==> src/rtl/add_sub_rs_pkg.sv <==
// Shared types for the add/sub reservation station: decoded controls, entry state and payload.
package add_sub_rs_pkg;

    localparam int unsigned ADD_SUB_LATENCY  = 4;
    // Entry tags are stored at this width; RS_ID_WIDTH must not exceed it.
    localparam int unsigned RS_TAG_MAX_WIDTH = 8;

    typedef struct packed {
        logic subtract;
        logic add_CA;
        logic alter_CA;
        logic alter_OV;
    } add_sub_decode_t;

    typedef enum logic [1:0] {
        RsFree   = 2'd0,
        RsWait   = 2'd1,
        RsIssued = 2'd2
    } rs_entry_state_t;

    typedef struct packed {
        add_sub_decode_t             control;
        logic [4:0]                  result_reg_addr;
        logic [31:0]                 op1;
        logic [31:0]                 op2;
        logic                        ca;
        logic                        op1_valid;
        logic                        op2_valid;
        logic                        ca_valid;
        logic [RS_TAG_MAX_WIDTH-1:0] op1_tag;
        logic [RS_TAG_MAX_WIDTH-1:0] op2_tag;
        logic [RS_TAG_MAX_WIDTH-1:0] ca_tag;
    } add_sub_rs_entry_t;

endpackage

==> src/rtl/rs_select_rr.sv <==
// Combinational round-robin arbiter: highest priority goes to the index just after last_i.
module rs_select_rr #(
    parameter int unsigned RS_ENTRIES = 4,
    parameter int unsigned IDX_W      = 2
) (
    input  logic [RS_ENTRIES-1:0] req_i,
    input  logic [IDX_W-1:0]      last_i,
    output logic [RS_ENTRIES-1:0] gnt_o,
    output logic [IDX_W-1:0]      gnt_idx_o
);

    logic             found;
    logic [IDX_W-1:0] cand;

    always_comb begin
        gnt_o     = '0;
        gnt_idx_o = '0;
        found     = 1'b0;
        cand      = '0;
        for (int unsigned k = 1; k <= RS_ENTRIES; k++) begin
            cand = IDX_W'((32'(last_i) + k) % RS_ENTRIES);
            if (!found && req_i[cand]) begin
                found       = 1'b1;
                gnt_o[cand] = 1'b1;
                gnt_idx_o   = cand;
            end
        end
    end

endmodule

==> src/rtl/add_sub_rs.sv <==
// Reservation station for the add/sub unit: buffers dispatched ops, snoops the CDB,
// issues one ready entry per cycle and keeps its tag reserved until the unit completes it.
module add_sub_rs
    import add_sub_rs_pkg::*;
#(
    parameter int unsigned RS_ENTRIES  = 4,
    parameter int unsigned RS_ID_WIDTH = 5,
    parameter int unsigned RS_OFFSET   = 0
) (
    input  logic                   clk_i,
    input  logic                   rst_ni,
    input  logic                   flush_i,
    input  logic                   dispatch_valid_i,
    output logic                   dispatch_ready_o,
    output logic [RS_ID_WIDTH-1:0] dispatch_rs_id_o,
    input  add_sub_decode_t        dispatch_control_i,
    input  logic [4:0]             dispatch_result_reg_addr_i,
    input  logic [31:0]            dispatch_op1_i,
    input  logic [31:0]            dispatch_op2_i,
    input  logic                   dispatch_op1_valid_i,
    input  logic                   dispatch_op2_valid_i,
    input  logic [RS_ID_WIDTH-1:0] dispatch_op1_tag_i,
    input  logic [RS_ID_WIDTH-1:0] dispatch_op2_tag_i,
    input  logic                   dispatch_ca_i,
    input  logic                   dispatch_ca_valid_i,
    input  logic [RS_ID_WIDTH-1:0] dispatch_ca_tag_i,
    input  logic                   cdb_valid_i,
    input  logic [RS_ID_WIDTH-1:0] cdb_rs_id_i,
    input  logic [31:0]            cdb_result_i,
    input  logic                   cdb_ca_i,
    output logic                   issue_valid_o,
    output logic [RS_ID_WIDTH-1:0] issue_rs_id_o,
    output logic [4:0]             issue_result_reg_addr_o,
    output logic [31:0]            issue_op1_o,
    output logic [31:0]            issue_op2_o,
    output logic                   issue_carry_o,
    output add_sub_decode_t        issue_control_o,
    input  logic                   unit_output_valid_i,
    input  logic [RS_ID_WIDTH-1:0] unit_rs_id_i
);

    localparam int unsigned IDX_W   = (RS_ENTRIES > 1) ? $clog2(RS_ENTRIES) : 1;
    localparam int unsigned DRAIN_W = $clog2(ADD_SUB_LATENCY + 1);

    rs_entry_state_t   state_q [RS_ENTRIES];
    rs_entry_state_t   state_d [RS_ENTRIES];
    add_sub_rs_entry_t entry_q [RS_ENTRIES];
    add_sub_rs_entry_t entry_d [RS_ENTRIES];
    logic [IDX_W-1:0]  rr_q, rr_d;
    logic [DRAIN_W-1:0] drain_q, drain_d;

    logic                   issue_valid_q, issue_valid_d;
    logic [RS_ID_WIDTH-1:0] issue_rs_id_q, issue_rs_id_d;
    logic [4:0]             issue_addr_q, issue_addr_d;
    logic [31:0]            issue_op1_q, issue_op1_d;
    logic [31:0]            issue_op2_q, issue_op2_d;
    logic                   issue_carry_q, issue_carry_d;
    add_sub_decode_t        issue_control_q, issue_control_d;

    logic [RS_ENTRIES-1:0]       free_vec, ready_vec, gnt;
    logic [IDX_W-1:0]            alloc_idx, gnt_idx;
    logic                        any_free;
    logic [RS_TAG_MAX_WIDTH-1:0] cdb_tag_w;
    add_sub_rs_entry_t           new_entry;

    function automatic logic [RS_ID_WIDTH-1:0] tag_of(logic [IDX_W-1:0] idx);
        return RS_ID_WIDTH'(RS_OFFSET) + RS_ID_WIDTH'(idx);
    endfunction

    assign cdb_tag_w = RS_TAG_MAX_WIDTH'(cdb_rs_id_i);

    always_comb begin
        free_vec  = '0;
        ready_vec = '0;
        for (int i = 0; i < int'(RS_ENTRIES); i++) begin
            free_vec[i]  = (state_q[i] == RsFree);
            ready_vec[i] = (state_q[i] == RsWait) && entry_q[i].op1_valid &&
                           entry_q[i].op2_valid && entry_q[i].ca_valid;
        end
    end

    always_comb begin
        any_free  = 1'b0;
        alloc_idx = '0;
        for (int i = int'(RS_ENTRIES) - 1; i >= 0; i--) begin
            if (free_vec[i]) begin
                any_free  = 1'b1;
                alloc_idx = IDX_W'(i);
            end
        end
    end

    assign dispatch_ready_o = any_free && (drain_q == '0);
    assign dispatch_rs_id_o = tag_of(alloc_idx);

    rs_select_rr #(
        .RS_ENTRIES (RS_ENTRIES),
        .IDX_W      (IDX_W)
    ) u_select (
        .req_i     (ready_vec),
        .last_i    (rr_q),
        .gnt_o     (gnt),
        .gnt_idx_o (gnt_idx)
    );

    // Incoming operands also snoop the CDB so a same-cycle broadcast is not missed.
    always_comb begin
        new_entry                 = '0;
        new_entry.control         = dispatch_control_i;
        new_entry.result_reg_addr = dispatch_result_reg_addr_i;
        new_entry.op1_tag         = RS_TAG_MAX_WIDTH'(dispatch_op1_tag_i);
        new_entry.op2_tag         = RS_TAG_MAX_WIDTH'(dispatch_op2_tag_i);
        new_entry.ca_tag          = RS_TAG_MAX_WIDTH'(dispatch_ca_tag_i);
        new_entry.op1_valid = dispatch_op1_valid_i ||
                              (cdb_valid_i && (dispatch_op1_tag_i == cdb_rs_id_i));
        new_entry.op1       = dispatch_op1_valid_i ? dispatch_op1_i : cdb_result_i;
        new_entry.op2_valid = dispatch_op2_valid_i ||
                              (cdb_valid_i && (dispatch_op2_tag_i == cdb_rs_id_i));
        new_entry.op2       = dispatch_op2_valid_i ? dispatch_op2_i : cdb_result_i;
        if (!dispatch_control_i.add_CA) begin
            new_entry.ca_valid = 1'b1;
            new_entry.ca       = 1'b0;
        end else begin
            new_entry.ca_valid = dispatch_ca_valid_i ||
                                 (cdb_valid_i && (dispatch_ca_tag_i == cdb_rs_id_i));
            new_entry.ca       = dispatch_ca_valid_i ? dispatch_ca_i : cdb_ca_i;
        end
    end

    always_comb begin
        state_d         = state_q;
        entry_d         = entry_q;
        rr_d            = rr_q;
        drain_d         = drain_q;
        issue_valid_d   = 1'b0;
        issue_rs_id_d   = issue_rs_id_q;
        issue_addr_d    = issue_addr_q;
        issue_op1_d     = issue_op1_q;
        issue_op2_d     = issue_op2_q;
        issue_carry_d   = issue_carry_q;
        issue_control_d = issue_control_q;

        if (drain_q != '0) drain_d = drain_q - DRAIN_W'(1);

        for (int i = 0; i < int'(RS_ENTRIES); i++) begin
            if (state_q[i] == RsWait && cdb_valid_i) begin
                if (!entry_q[i].op1_valid && entry_q[i].op1_tag == cdb_tag_w) begin
                    entry_d[i].op1       = cdb_result_i;
                    entry_d[i].op1_valid = 1'b1;
                end
                if (!entry_q[i].op2_valid && entry_q[i].op2_tag == cdb_tag_w) begin
                    entry_d[i].op2       = cdb_result_i;
                    entry_d[i].op2_valid = 1'b1;
                end
                if (!entry_q[i].ca_valid && entry_q[i].ca_tag == cdb_tag_w) begin
                    entry_d[i].ca       = cdb_ca_i;
                    entry_d[i].ca_valid = 1'b1;
                end
            end
            if (state_q[i] == RsIssued && unit_output_valid_i &&
                unit_rs_id_i == tag_of(IDX_W'(i))) begin
                state_d[i] = RsFree;
            end
        end

        if (dispatch_valid_i && dispatch_ready_o) begin
            state_d[alloc_idx] = RsWait;
            entry_d[alloc_idx] = new_entry;
        end

        if (|gnt) begin
            state_d[gnt_idx] = RsIssued;
            rr_d             = gnt_idx;
            issue_valid_d    = 1'b1;
            issue_rs_id_d    = tag_of(gnt_idx);
            issue_addr_d     = entry_q[gnt_idx].result_reg_addr;
            issue_op1_d      = entry_q[gnt_idx].op1;
            issue_op2_d      = entry_q[gnt_idx].op2;
            issue_carry_d    = entry_q[gnt_idx].ca;
            issue_control_d  = entry_q[gnt_idx].control;
        end

        // Draining keeps old tags unallocated until in-flight results have left the unit.
        if (flush_i) begin
            for (int i = 0; i < int'(RS_ENTRIES); i++) state_d[i] = RsFree;
            issue_valid_d = 1'b0;
            drain_d       = DRAIN_W'(ADD_SUB_LATENCY);
        end
    end

    always_ff @(posedge clk_i or negedge rst_ni) begin
        if (!rst_ni) begin
            for (int i = 0; i < int'(RS_ENTRIES); i++) begin
                state_q[i] <= RsFree;
                entry_q[i] <= '0;
            end
            rr_q            <= '0;
            drain_q         <= '0;
            issue_valid_q   <= 1'b0;
            issue_rs_id_q   <= '0;
            issue_addr_q    <= '0;
            issue_op1_q     <= '0;
            issue_op2_q     <= '0;
            issue_carry_q   <= 1'b0;
            issue_control_q <= '0;
        end else begin
            state_q         <= state_d;
            entry_q         <= entry_d;
            rr_q            <= rr_d;
            drain_q         <= drain_d;
            issue_valid_q   <= issue_valid_d;
            issue_rs_id_q   <= issue_rs_id_d;
            issue_addr_q    <= issue_addr_d;
            issue_op1_q     <= issue_op1_d;
            issue_op2_q     <= issue_op2_d;
            issue_carry_q   <= issue_carry_d;
            issue_control_q <= issue_control_d;
        end
    end

    assign issue_valid_o           = issue_valid_q;
    assign issue_rs_id_o           = issue_rs_id_q;
    assign issue_result_reg_addr_o = issue_addr_q;
    assign issue_op1_o             = issue_op1_q;
    assign issue_op2_o             = issue_op2_q;
    assign issue_carry_o           = issue_carry_q;
    assign issue_control_o         = issue_control_q;

endmodule

==> config.mk <==
export PLATFORM = sky130hd
export DESIGN_NAME = add_sub_rs
export DESIGN_NICKNAME = d
export VERILOG_FILES = /design/src/rtl/add_sub_rs_pkg.sv /design/src/rtl/rs_select_rr.sv /design/src/rtl/add_sub_rs.sv
export SDC_FILE = /design/constraint.sdc
export NUM_CORES = 1
export LEC_CHECK = 0
export CAP_MARGIN = 20
export CORE_MARGIN = 2
export CORE_UTILIZATION = 50
export CTS_CLUSTER_SIZE = 10
export DETAILED_ROUTE_END_ITERATION = 10
export DONT_BUFFER_PORTS = 1
export GPL_TIMING_DRIVEN = 0
export SYNTH_ARGS = -nofsm -noshare
export SYNTH_HDL_FRONTEND = slang
export SYNTH_HIERARCHICAL = 1
export SYNTH_SLANG_ARGS = --single-unit
==> constraint.sdc <==
create_clock -name clk_i -period 8.7 [get_ports clk_i]
set_clock_uncertainty 0.05 [all_clocks]
set_input_delay 0.435 -clock clk_i [delete_from_list [all_inputs] [get_ports clk_i]]
set_output_delay 0.435 -clock clk_i [all_outputs]
set_load 0.05 [all_outputs]
-- Word level (Yosys, flattened, before mapping)
Cells that the tools add are included.
W data, S select, Z words.
- add/sub/neg operators: 5
- multipliers: 0
- div/mod/pow operators: 0
- order comparisons: 12
- equal/unequal tests: 26
- shift-type cells: 0
- multiplexer cells: 90
- bitwise logic cells: 11
- reductions and logical operators: 77
- operators with widths (kind ; number):
    $bwmux W404 ; 1
    $mux W395 ; 1
    $mux W32 ; 10
    $mux W101 ; 3
    $mux W68 ; 4
    $bmux W101 S2 ; 1
    $demux W101 S2 ; 1
    $eq A8 B5 Y1 ; 12
    $logic_and A1 B1 Y1 ; 50
    $mux W1 ; 36
    $mux W2 ; 14
    $mux W8 ; 3
    $or A4 B4 Y4 ; 5
    $mux W4 ; 4
    $eq A5 B5 Y1 ; 3
    $logic_not A1 Y1 ; 15
    $lt A2 B3 Y1 const B ; 4
    $eq A5 B2 Y1 const B ; 2
    $and A4 B4 Y4 ; 2
    $bmux W1 S2 ; 4
    $demux W1 S2 ; 4
    $demux W2 S2 ; 2
    $eq A2 B1 Y1 const B ; 4
    $eq A2 B2 Y1 const B ; 4
    17 further kinds ; 32
- register bits: 492
- latch bits: 0
- RAM bits: 0
- memory bits (read-only): 0
- output and inout port bits: 86
- logic and storage cells: 292
- memories: 0

-- Logic depth before layout (Yosys ltp)
- depth after elaboration: 25
- gate-level depth with buffers: 14

-- Modules after synthesis
The synthesis kept the hierarchy.
- modules (own cells, without submodules) (module ; times used ; cells each ; area an instance (um^2)):
    add_sub_rs ; 1 ; 2097 ; 22228.8
    rs_select_rr ; 1 ; 68 ; 545.5

-- Worst setup path before layout
Ideal clock, no wire load.
- path kind: register to register
- start point: register issue_rs_id_o[0] (netlist name)
- end point: register issue_op1_q[10] (netlist: issue_op1_o[10])
- library setup time: 0.066 ns
- arrival time: 3.743 ns
- data required time: 8.584 ns
- slack: 4.841 ns
- stages on the path, launching flop included: 14
- clock period less this slack: 3.859 ns
- path through: dfrtp_1 buf_4 inv_1 ha_1 buf_4 mux4_2 nand2_1 o21ai_0 a221o_2 nor4_1 clkbuf_1 buf_1 nand2_1 nand2_1
- RTL lines (element ; line ; source):
    end signal, assigned ; add_sub_rs.sv:214 ; issue_op1_q <= issue_op1_d;
    end, declared ; add_sub_rs.sv:55 ; logic [31:0] issue_op1_q, issue_op1_d;

==> flow_summary_export.csv <==
group,metric,value,unit
outcome,result_of_the_run,"finished with violations",
outcome,failed_checks,"negative hold slack",
synth,syn_area,22800,um2
timing,final_period_minus_worst_setup_slack,4.92,ns
grt,grt_use_met3,7.94,%
drt,wl_per_cell,25.5,um
final_layout,net_count_reported_at_finish,2472,
clock_tree,post_cts.resized_instances,0,
clock_tree,cts_sinks,456,
pwr,share_of_total_power_in_sequential_cells,51.3,%
final_layout,drive_gt1_share,19.5,%
timing,timing.max_slew.rel_slack,22.0,%
run,cap_violations,0,
final_layout,postLayoutCellArea,26100,um2
synth,synth_common_cells,"sky130_fd_sc_hd__nand2_1 (462), sky130_fd_sc_hd__dfrtp_1 (456), sky130_fd_sc_hd__nor2_1 (158)",
pwr,power.density_cell_area,266,nW/um2
clock_tree,root_buffer,"sky130_fd_sc_hd__clkbuf_16",
setup_path,crit_required,9.19,ns
final_layout,antenna_diode_count,0,
synth,synth_most_common_cell,"sky130_fd_sc_hd__nand2_1",
pwr,vdd_drop_max,0.244,mV
floorplanning,coreArea,45200,um2
place,gpl.final_weighted_congestion,0.868,
clock_tree,tritoncts,"yes",
place,placement.cell_area,23600,um2
floorplanning,fp-row-count,78,
place,io_buffers,0,
pwr,leakagePower,11.7,nW
pwr,share_comb_of_total_power,18.5,%
setup_path,setup.worst_path.end_class,"flip-flop",
floorplanning,dieArea,47300,um2
synth,synthDistinctLibCells,71,
drt,drc,0,
grt,met2_usage,50.1,%
final_layout,area.growth.synth_to_final,14.5,%
drt,dr.first_iter.drc_count,1937,
place,dpl.hpwl,48500,um
clock_tree,post-cts-setup-buffer-count,0,
timing,tns,0,ns
synth,cell_type_contributing_the_most_total_cell_area_after_synthesis,"sky130_fd_sc_hd__dfrtp_1",
clock_tree,cts_made_buffers,54,
pwr,report.power.total,0.00692,W
setup_path,crit_arrival,5.41,ns
final_layout,final_util,57.7,%
synth,ys_top_cells_by_area,"sky130_fd_sc_hd__dfrtp_1 (50%), sky130_fd_sc_hd__nand2_1 (7.6%), sky130_fd_sc_hd__mux4_2 (7.5%)",
synth,postSynth.asyncResetShare,100,%
synth,synth-seq-area-share,50.1,%
setup_path,worst_r2r_startpoint,"issue_rs_id_o[1]",
floorplanning,die_width,217,um
pwr,power_switching,0.00244,W
clock_tree,cts_hold_buf,92,
synth,synth_flop_cell,"sky130_fd_sc_hd__dfrtp_1",
drt,wirelength,75000,um
timing,hold_ws,-0.515,ns
pwr,pwr-share-clk,30.2,%
timing,setup_viol,0,
synth,avgSynthCellArea,10.5,um2
setup_path,timing_worst_setup_path_type,"reg2reg",
timing,finalMaxSlewViolations,0,
grt,initial_antenna_violation_count,3,
pwr,power.internal,0.00449,W
setup_path,regToRegSetupSlack,3.78,ns
synth,postSynthCellCount,2165,
synth,synth_enable_flop_cells,0,
pwr,power.switching_fraction,35.2,%
grt,top_usage_layer,"met2",
clock_tree,clock_path_buffers,3,
drt,vias_per_cell,6.14,
floorplanning,num_io_pins,227,
setup_path,crit_fanout,13,
floorplanning,dieHeight,217,um
clock_tree,cts_htree_levels,2,
drt,ant_nets,0,
setup_path,timing.critical_path.from_type,"flip-flop",
timing,layout_worst_path_cycle_share,56.5,%
synth,postSynthRegisterBits,456,
grt,pin_count_of_the_biggest_net_entering_global_routing,457,
synth,synth-warning-count,6,
grt,grt_pass1_vias,18308,
clock_tree,clock_latency,0.62,ns
grt,grt_overflow,0,
grt,first_pass_grt_wire_length,114000,um
timing,setup_repair_after_global_routing_missed_its_margin,"no",
timing,fmax,0.203,GHz
setup_path,regToRegEndpoint,"issue_op1_o[25]",
timing,tightest_slew,1.17,ns
grt,total_global_routing_track_utilization,32.0,%
drt,num_vias,18088,
setup_path,reg2reg_depth,12,
timing,final-hold-violation-count,456,
clock_tree,clkTransAtPathRegs,0.06,ns
drt,drt_pre_antenna_iters,5,
synth,synth_top_cell_area_share,50.1,%
grt,grt_util_met1,43.8,%
min_path,hp-class,"in2async",
floorplanning,initial_core_util,50.4,%
[power groups by stage]
stage	sequential (W)	clock, W	combinational [W]
6_report	0.00355	0.00209	0.00128
4_1_cts	0.00355	0.00212	0.00127
3_5_place_dp	0.00358	0	0.00122
5_1_grt	0.00361	0.00221	0.00142
3_3_place_gp	0.00356	0	0.00117
2_1_floorplan	0.00346	0	0.000970
[worst max-delay path: stages (launching register included)]
cell	delay (ns)
sky130_fd_sc_hd__dfrtp_1	0.91
sky130_fd_sc_hd__inv_1	0.36
sky130_fd_sc_hd__ha_1	0.39
sky130_fd_sc_hd__buf_4	0.16
sky130_fd_sc_hd__mux4_2	0.39
sky130_fd_sc_hd__o21ai_0	0.21
sky130_fd_sc_hd__a221o_2	0.15
sky130_fd_sc_hd__or4_1	0.10
sky130_fd_sc_hd__clkbuf_1	0.35
sky130_fd_sc_hd__clkbuf_1	0.73
sky130_fd_sc_hd__clkbuf_1	0.71
sky130_fd_sc_hd__nand2_1	0.19
sky130_fd_sc_hd__nand2_1	0.12
[how the worst max path moves through the flow]
| stage | startpoint | endpoint | slack [ns] | depth (start not counted) |
|---|---|---|---|---|
| floorplan | issue_rs_id_o[0] | issue_op1_o[10] | 4.84 | 13 |
| global placement | issue_rs_id_o[1] | issue_op1_o[12] | 2.79 | 12 |
| detailed placement | issue_rs_id_o[1] | issue_op1_o[25] | 3.86 | 13 |
| CTS | issue_rs_id_o[0] | issue_op1_o[25] | 3.84 | 14 |
| global route | issue_rs_id_o[0] | issue_op1_o[7] | 3.57 | 13 |
| finish | issue_rs_id_o[1] | issue_op1_o[25] | 3.78 | 12 |
[metal layers]
layer  part of all wire, %  up-vias
met5                 0.051        -
met4                   3.1        6
met3                   9.5      154
met2                    46      871
met1                    41     9182
li1                      -     7875
[registers in the layout, summed over array words and instances, names as in the netlist]
name	count
state_q	8
issue_valid_o	1
issue_rs_id_o	2
issue_carry_o	1
entry_q	368
issue_op2_o	32
drain_q	3
issue_control_o	4
issue_op1_o	32
issue_result_reg_addr_o	5
[stage by stage]
step / setup WS [ns] / std cells
after floorplan: 4.84 / 2170
after global placement: 2.79 / 2770
after detailed placement: 3.86 / 2773
after CTS: 3.84 / 2946
after global routing: 3.57 / 2946
final: 3.78 / 2946
[cell usage in the layout, fill, tap and decap left out, drive strengths merged, types with 20 or more instances in the layout]
cell type and n:
o22ai 68, xor2 25, a211oi 38, buf 124
o221a 129, inv 84, o21a 32, o21ai 24
dfrtp 456, or3 36, nor2 159, or2 37
a21oi 54, nor3 20, mux2 25, mux4 76
xnor2 43, o32a 32, nand2 462, dlygate4sd3 92
nand2b 75, clkbuf 154
[area by class of cell]
class | instances | area (um2)
clock inverters | 3 | 33.8
multi-input cells | 1435 | 10100
clock buffers | 78 | 1540
well taps | 600 | 751
repair buffers | 95 | 943
plain buffers | 197 | 942
inverters | 82 | 308
flip-flops and latches | 456 | 11400
fillers | 3954 | 19100
[kinds of logic (layout without fill, tap and decap cells)]
kind of cell / count (synthesis) / in the layout / synth area share [%]
other cells: 1 / 6 / 0.0165
fa+ha+maj: 10 / 10 / 0.549
mux: 106 / 106 / 8.97
xor+xnor: 68 / 68 / 2.62
simple gates: 838 / 838 / 16.6
flops: 456 / 456 / 50.1
buf+inv: 279 / 455 / 5.49
compound gates: 407 / 407 / 15.7
No activity file was read; power rests on OpenSTA's default activity.
